## config.mk

```make
export PLATFORM = sky130hd
export DESIGN_NAME = key_color_adjuster_flat
export DESIGN_NICKNAME = d
export VERILOG_FILES = /design/src/rtl/key_color_adjuster_if.sv /design/src/rtl/key_color_adjuster.sv /design/src/flat_wrapper.sv
export SDC_FILE = /design/constraint.sdc
export NUM_CORES = 1
export LEC_CHECK = 0
export ABC_AREA = 1
export CAP_MARGIN = 20
export CORE_ASPECT_RATIO = 1.5
export CORE_MARGIN = 3
export CORE_UTILIZATION = 30
export DETAILED_ROUTE_END_ITERATION = 7
export PLACE_DENSITY_LB_ADDON = 0.15
export SYNTH_ARGS = -nofsm -noshare
export SYNTH_HDL_FRONTEND = slang
export SYNTH_SLANG_ARGS = --single-unit
```

## constraint.sdc

```tcl
create_clock -name clk_in -period 6.2 [get_ports clk_in]
set_input_delay 0.93 -clock clk_in [delete_from_list [all_inputs] [get_ports clk_in]]
set_output_delay 0.93 -clock clk_in [all_outputs]
set_load 0.05 [all_outputs]
```

## src/rtl/key_color_adjuster_if.sv

```systemverilog
// Key/colour bundle of key_color_adjuster: raw active-low keys in,
// per-channel intensities and change strobes out.
interface key_color_adjuster_if;
   logic [2:0] key;
   logic [3:0] ir;
   logic [3:0] ib;
   logic [3:0] ig;
   logic [2:0] key_pulse;

   modport master (output key, input ir, ib, ig, key_pulse);
   modport slave  (input key, output ir, ib, ig, key_pulse);
endinterface

```

## src/rtl/key_color_adjuster.sv

```systemverilog
// Synchronises and debounces three active-low colour keys; each accepted press
// (and each auto-repeat tick while held) steps that channel's 4-bit intensity.
module key_color_adjuster #(
   parameter int DEBOUNCE_CYCLES = 1000000,
   parameter int REPEAT_DELAY    = 25000000,
   parameter int REPEAT_RATE     = 5000000,
   parameter int REPEAT_EN       = 1,
   parameter int CNT_W           = 25
) (
   input logic                 clk_in,
   input logic                 rst,
   key_color_adjuster_if.slave bus
);

   typedef enum logic [1:0] {
      RELEASED,
      DEB_PRESS,
      PRESSED,
      DEB_RELEASE
   } state_t;

   localparam logic [CNT_W-1:0] DEB_LAST   = CNT_W'(DEBOUNCE_CYCLES - 1);
   localparam logic [CNT_W-1:0] DELAY_LAST = CNT_W'(REPEAT_DELAY - 1);
   localparam logic [CNT_W-1:0] RATE_LAST  = CNT_W'(REPEAT_RATE - 1);
   localparam logic [CNT_W-1:0] ONE        = CNT_W'(1);

   logic [2:0]       sync1;
   logic [2:0]       ks;
   state_t           state_q [3];
   state_t           state_d [3];
   logic [CNT_W-1:0] cnt_q   [3];
   logic [CNT_W-1:0] cnt_d   [3];
   logic [CNT_W-1:0] rpt_q   [3];
   logic [CNT_W-1:0] rpt_d   [3];
   logic             first_q [3];
   logic             first_d [3];
   logic             step    [3];
   logic [3:0]       col_q   [3];
   logic [2:0]       pulse_q;

   // Release/press events take priority over a repeat tick landing on the same edge.
   always_comb begin
      for (int unsigned i = 0; i < 3; i++) begin
         state_d[i] = state_q[i];
         cnt_d[i]   = cnt_q[i];
         rpt_d[i]   = rpt_q[i];
         first_d[i] = first_q[i];
         step[i]    = 1'b0;
         case (state_q[i])
            RELEASED: begin
               if (!ks[i]) begin
                  state_d[i] = DEB_PRESS;
                  cnt_d[i]   = '0;
               end
            end
            DEB_PRESS: begin
               if (ks[i]) begin
                  state_d[i] = RELEASED;
               end else if (cnt_q[i] == DEB_LAST) begin
                  state_d[i] = PRESSED;
                  step[i]    = 1'b1;
                  rpt_d[i]   = '0;
                  first_d[i] = 1'b1;
               end else begin
                  cnt_d[i] = cnt_q[i] + ONE;
               end
            end
            PRESSED: begin
               if (ks[i]) begin
                  state_d[i] = DEB_RELEASE;
                  cnt_d[i]   = '0;
               end else if (REPEAT_EN != 0) begin
                  if (rpt_q[i] == (first_q[i] ? DELAY_LAST : RATE_LAST)) begin
                     step[i]    = 1'b1;
                     rpt_d[i]   = '0;
                     first_d[i] = 1'b0;
                  end else begin
                     rpt_d[i] = rpt_q[i] + ONE;
                  end
               end
            end
            DEB_RELEASE: begin
               if (!ks[i]) begin
                  state_d[i] = PRESSED;
                  rpt_d[i]   = '0;
                  first_d[i] = 1'b1;
               end else if (cnt_q[i] == DEB_LAST) begin
                  state_d[i] = RELEASED;
               end else begin
                  cnt_d[i] = cnt_q[i] + ONE;
               end
            end
            default: state_d[i] = RELEASED;
         endcase
      end
   end

   always_ff @(posedge clk_in or posedge rst) begin
      if (rst) begin
         sync1   <= '1;
         ks      <= '1;
         pulse_q <= '0;
         for (int unsigned i = 0; i < 3; i++) begin
            state_q[i] <= RELEASED;
            cnt_q[i]   <= '0;
            rpt_q[i]   <= '0;
            first_q[i] <= 1'b0;
            col_q[i]   <= '0;
         end
      end else begin
         sync1 <= bus.key;
         ks    <= sync1;
         for (int unsigned i = 0; i < 3; i++) begin
            state_q[i] <= state_d[i];
            cnt_q[i]   <= cnt_d[i];
            rpt_q[i]   <= rpt_d[i];
            first_q[i] <= first_d[i];
            pulse_q[i] <= step[i];
            if (step[i]) col_q[i] <= col_q[i] + 4'd1;
         end
      end
   end

   assign bus.ir        = col_q[0];
   assign bus.ib        = col_q[1];
   assign bus.ig        = col_q[2];
   assign bus.key_pulse = pulse_q;

endmodule

```

## src/flat_wrapper.sv

```systemverilog
// flat-port wrapper written by rule: the top's interface ports become plain ports
module key_color_adjuster_flat 
#(
   parameter int DEBOUNCE_CYCLES = 1000000,
   parameter int REPEAT_DELAY    = 25000000,
   parameter int REPEAT_RATE     = 5000000,
   parameter int REPEAT_EN       = 1,
   parameter int CNT_W           = 25
)
  (clk_in, rst, bus_key, bus_ir, bus_ib, bus_ig, bus_key_pulse);
  key_color_adjuster_if bus_i ();
  input logic clk_in;
  input logic rst;
  input wire logic [$bits(bus_i.key)-1:0] bus_key;
  output wire logic [$bits(bus_i.ir)-1:0] bus_ir;
  output wire logic [$bits(bus_i.ib)-1:0] bus_ib;
  output wire logic [$bits(bus_i.ig)-1:0] bus_ig;
  output wire logic [$bits(bus_i.key_pulse)-1:0] bus_key_pulse;
  assign bus_i.key = bus_key;
  assign bus_ir = bus_i.ir;
  assign bus_ib = bus_i.ib;
  assign bus_ig = bus_i.ig;
  assign bus_key_pulse = bus_i.key_pulse;
  key_color_adjuster #(.DEBOUNCE_CYCLES(DEBOUNCE_CYCLES), .REPEAT_DELAY(REPEAT_DELAY), .REPEAT_RATE(REPEAT_RATE), .REPEAT_EN(REPEAT_EN), .CNT_W(CNT_W)) u_core (.clk_in(clk_in), .rst(rst), .bus(bus_i));
endmodule
```

==> results.md <==
* Final Slew Violations at 0
* Leak pwr at 6.04 nW
* Worst slack, placed at a little under 3000 ps
* RSZ-0062 raised after global routing: no
* Final nets at 1898
* RR Startpoint: u_core.state_q[0]
* Hold WC Path Type: reg -> reg
* Setup Buffers After CTS at 0
* I/O pin count at 20
* Synth Instances at approximately 1.9k
* Post-synth top area cell: dfrtp_1
* Die width at between 150 and 200 um
* Yosys warns at 0
* Pwr Total at 0.00378 W
* P&R area growth vs syn at 10.0%
* Layout cell share with drive strength beyond 1 at under 10%
* Clock Skews at 11.3 ps
* Final ANT Viol Nets at 0
* Setup crit end kind: register
* FF-to-FF End: u_core.first_q[0]
* Clock insertion delay at the later pin of the skew report at 460 ps
* Synthesized area at 12300 um^2
* Area after DPL at roughly 13000 um^2
* Final Hold Fails at 0
* Seq cells post-synth at between 150 and 200
* Global-route wire length before repair at ~56 mm
* Vias in the first global route at ~11k
* Initial Utilization at 30.5%
* CTS Root Cell: clkbuf_16
* Via count at around 11k
* Register area share after synthesis at around 37%
* Core Region at approximately 40000 um^2
* Fin crit period at approximately 3300 ps
* Drt first pass iters at 5
* CTS tree: yes
* Unique masters post-synth at 38
* Reg clk slew, reported paths at roughly 70 ps
* DRC errors left at 0
* FMAX at around 0.31 GHz
* CP startpoint: u_core.state_q[0]
* Max-Cap Viols at 0
* Htree depth at 4
* Design area at approximately 14000 um^2
* Total track usage at 15.9%
* Critical path peak fanout at 23
* Largest net degree at the start of global routing at 86
* CP Data Arrival Time at 3590 ps
* Initial DRC count at 737
* Ys async rst share at 100%
* Slew of the pin with the lowest slew margin at around 1000 ps
* Share of the synthesized area in the top cell type at a little over a third
* Outcome: finished, final reports clean
* Remaining Overflow, GRT at 0
* Worst Reg-to-Reg Cells at 10
* Die height at 254 um
* Avg Vias per Cell at between 4 and 5
* Crit path required time at 6510 ps
* Number of synthesized flops with an enable pin at 0
* Pwr dens at approximately 280 nW/um^2
* Syn nets at 1898
* Final hold slack at around 360 ps
* Worst setup margin at approximately 2900 ps
* Clock sinks at 180
* R2r setup slk at 2930 ps
* Post-DP HPWL at roughly 25 mm
* Fin Setup TNS at 0 ps
* Die area at 43500 um^2
* CTS resizes at 0
* Total CTS buffers at 17
* Worst setup path endpoint: u_core.first_q[0]
* Diodes inserted at 0
* Syn Area/Cell at about 6.6 um^2
* Critical setup path kind: reg -> reg
* Total wire length at between 30 and 40 mm
* Final setup viols at 0
* Synth top area cells: dfrtp_1 35%, nand2_1 18%, nor2_1 8.9%
* Ys flop type: dfrtp_1
* CTS Hold Bufs at 0
* # fillers at 4404
* Gpl congestion at between 0.8 and 0.9
* Slew margin rel. at between 30% and 40%
* Row Count at 90
* Final period util at between 50% and 60%
* Initial antenna violation count at 1
* Routed len/inst at 14.1 um
* Max clock buf depth at 2
* Worst setup SP type: register
* Peak supply drop at between 0.0002 and 0.00025 V
* I/O Buffers at 19
stage by stage:
step | std cells | util (%)
after global routing | 2391 | 33.5
final | 2391 | 33.5
after global placement | 2359 | 32.0
after floorplan | 1872 | -
after detailed placement | 2359 | 32.0
after CTS | 2391 | 33.5
critical path, stage by stage, from the launching register on:
cell and delay [ps]:
dfrtp_1 430, inv_1 90, ha_1 450, inv_1 240
nand2_1 70, a21oi_1 740, nand2_2 380, clkinv_2 350
nand2_2 210, nand2_1 100, o21ai_1 60
cell usage in the layout (no fill, tap or decap), types with 2 or more instances in the layout:
master,n
nand2_1,578
nor2_1,292
inv_1,225
nand3_1,185
dfrtp_1,174
o21ai_0,83
xor2_1,62
nand4_1,58
nor3_1,42
o22ai_1,24
ha_1,21
clkdlybuf4s50_1,19
clkbuf_16,17
xnor2_1,14
nand2_2,9
o21ai_1,9
nor2_2,8
nand3b_1,8
inv_2,6
dfstp_2,6
a21oi_1,4
clkbuf_1,4
nand3_2,3
or2_2,3
clkinv_4,3
bufinv_16,3
buf_4,3
nor2_4,2
a21oi_2,2
and2_1,2
nor3b_1,2
o21a_1,2
clkinvlp_4,2
inv_6,2
layout make-up:
type                    count  area (um^2)  area share [%]
flip-flops and latches    180         4510            33.4
well taps                 506          633            4.69
clock inverters            10          149            1.10
clock buffers              22          454            3.36
multi-input cells        1418         6670            49.4
repair buffers             22          213            1.57
inverters                 233          883            6.54
metal layers:
metal  part of all wire (%)  routed length [um]  vias up  global-route usage, %
li1                       -                   -     5941                      -
met1                     44               14900     5314                   19.6
met2                     52               17400      150                   28.7
met3                    2.4                 797       34                   2.46
met4                    1.6                 534        2                   4.69
met5                  0.030                  10        -                      0
flip-flops by register name, indices dropped and copies added (netlist names), named ones only:
signal / count
u_core.bus.ir: 4
u_core.bus.ig: 4
u_core.ks: 3
u_core.sync1: 3
u_core.cnt_q: 75
u_core.first_q: 3
u_core.bus.ib: 4
u_core.bus.key_pulse: 3
u_core.rpt_q: 75
u_core.state_q: 3
logic make-up after synthesis:
| family | count (synthesis) | share of synthesized area [%] |
|---|---|---|
| buffers and inverters | 274 | 8.97 |
| xor gates and xnor gates | 76 | 5.42 |
| and+or+nand+nor | 1193 | 41.0 |
| adders and majority gates | 21 | 2.14 |
| AOI/OAI and AO/OA | 128 | 5.73 |
| DFF | 180 | 36.7 |
worst min-delay path by stage:
stage                    to  depth (start not counted)       startpoint  slack (ps)
3_3_place_gp   u_core.ks[0]                          0  u_core.sync1[0]         350
4_1_cts        u_core.ks[0]                          0  u_core.sync1[0]         360
2_1_floorplan  u_core.ks[0]                          0  u_core.sync1[0]         350
5_1_grt        u_core.ks[0]                          0  u_core.sync1[0]         370
3_5_place_dp   u_core.ks[0]                          0  u_core.sync1[0]         350
6_report       u_core.ks[0]                          0  u_core.sync1[0]         360
report_power, final:
group	internal, W	leakage, nW	switching (W)
registers	0.00124	2.47	0.000103
clock network	0.000650	0.286	0.000502
logic	0.000287	3.29	0.00100
cell usage after synthesis (4+ instances only):
| cell | instances |
|---|---|
| a21oi_1 | 4 |
| buf_2 | 18 |
| buf_4 | 7 |
| clkbuf_1 | 11 |
| dfrtp_1 | 174 |
| dfstp_2 | 6 |
| ha_1 | 21 |
| inv_1 | 226 |
| inv_2 | 6 |
| nand2_1 | 578 |
| nand2_2 | 9 |
| nand3_1 | 185 |
| nand3b_1 | 8 |
| nand4_1 | 58 |
| nor2_1 | 292 |
| nor2_2 | 8 |
| nor3_1 | 42 |
| o21ai_0 | 83 |
| o21ai_1 | 9 |
| o22ai_1 | 24 |
| xnor2_1 | 14 |
| xor2_1 | 62 |
(Power assumes the default switching activity.)
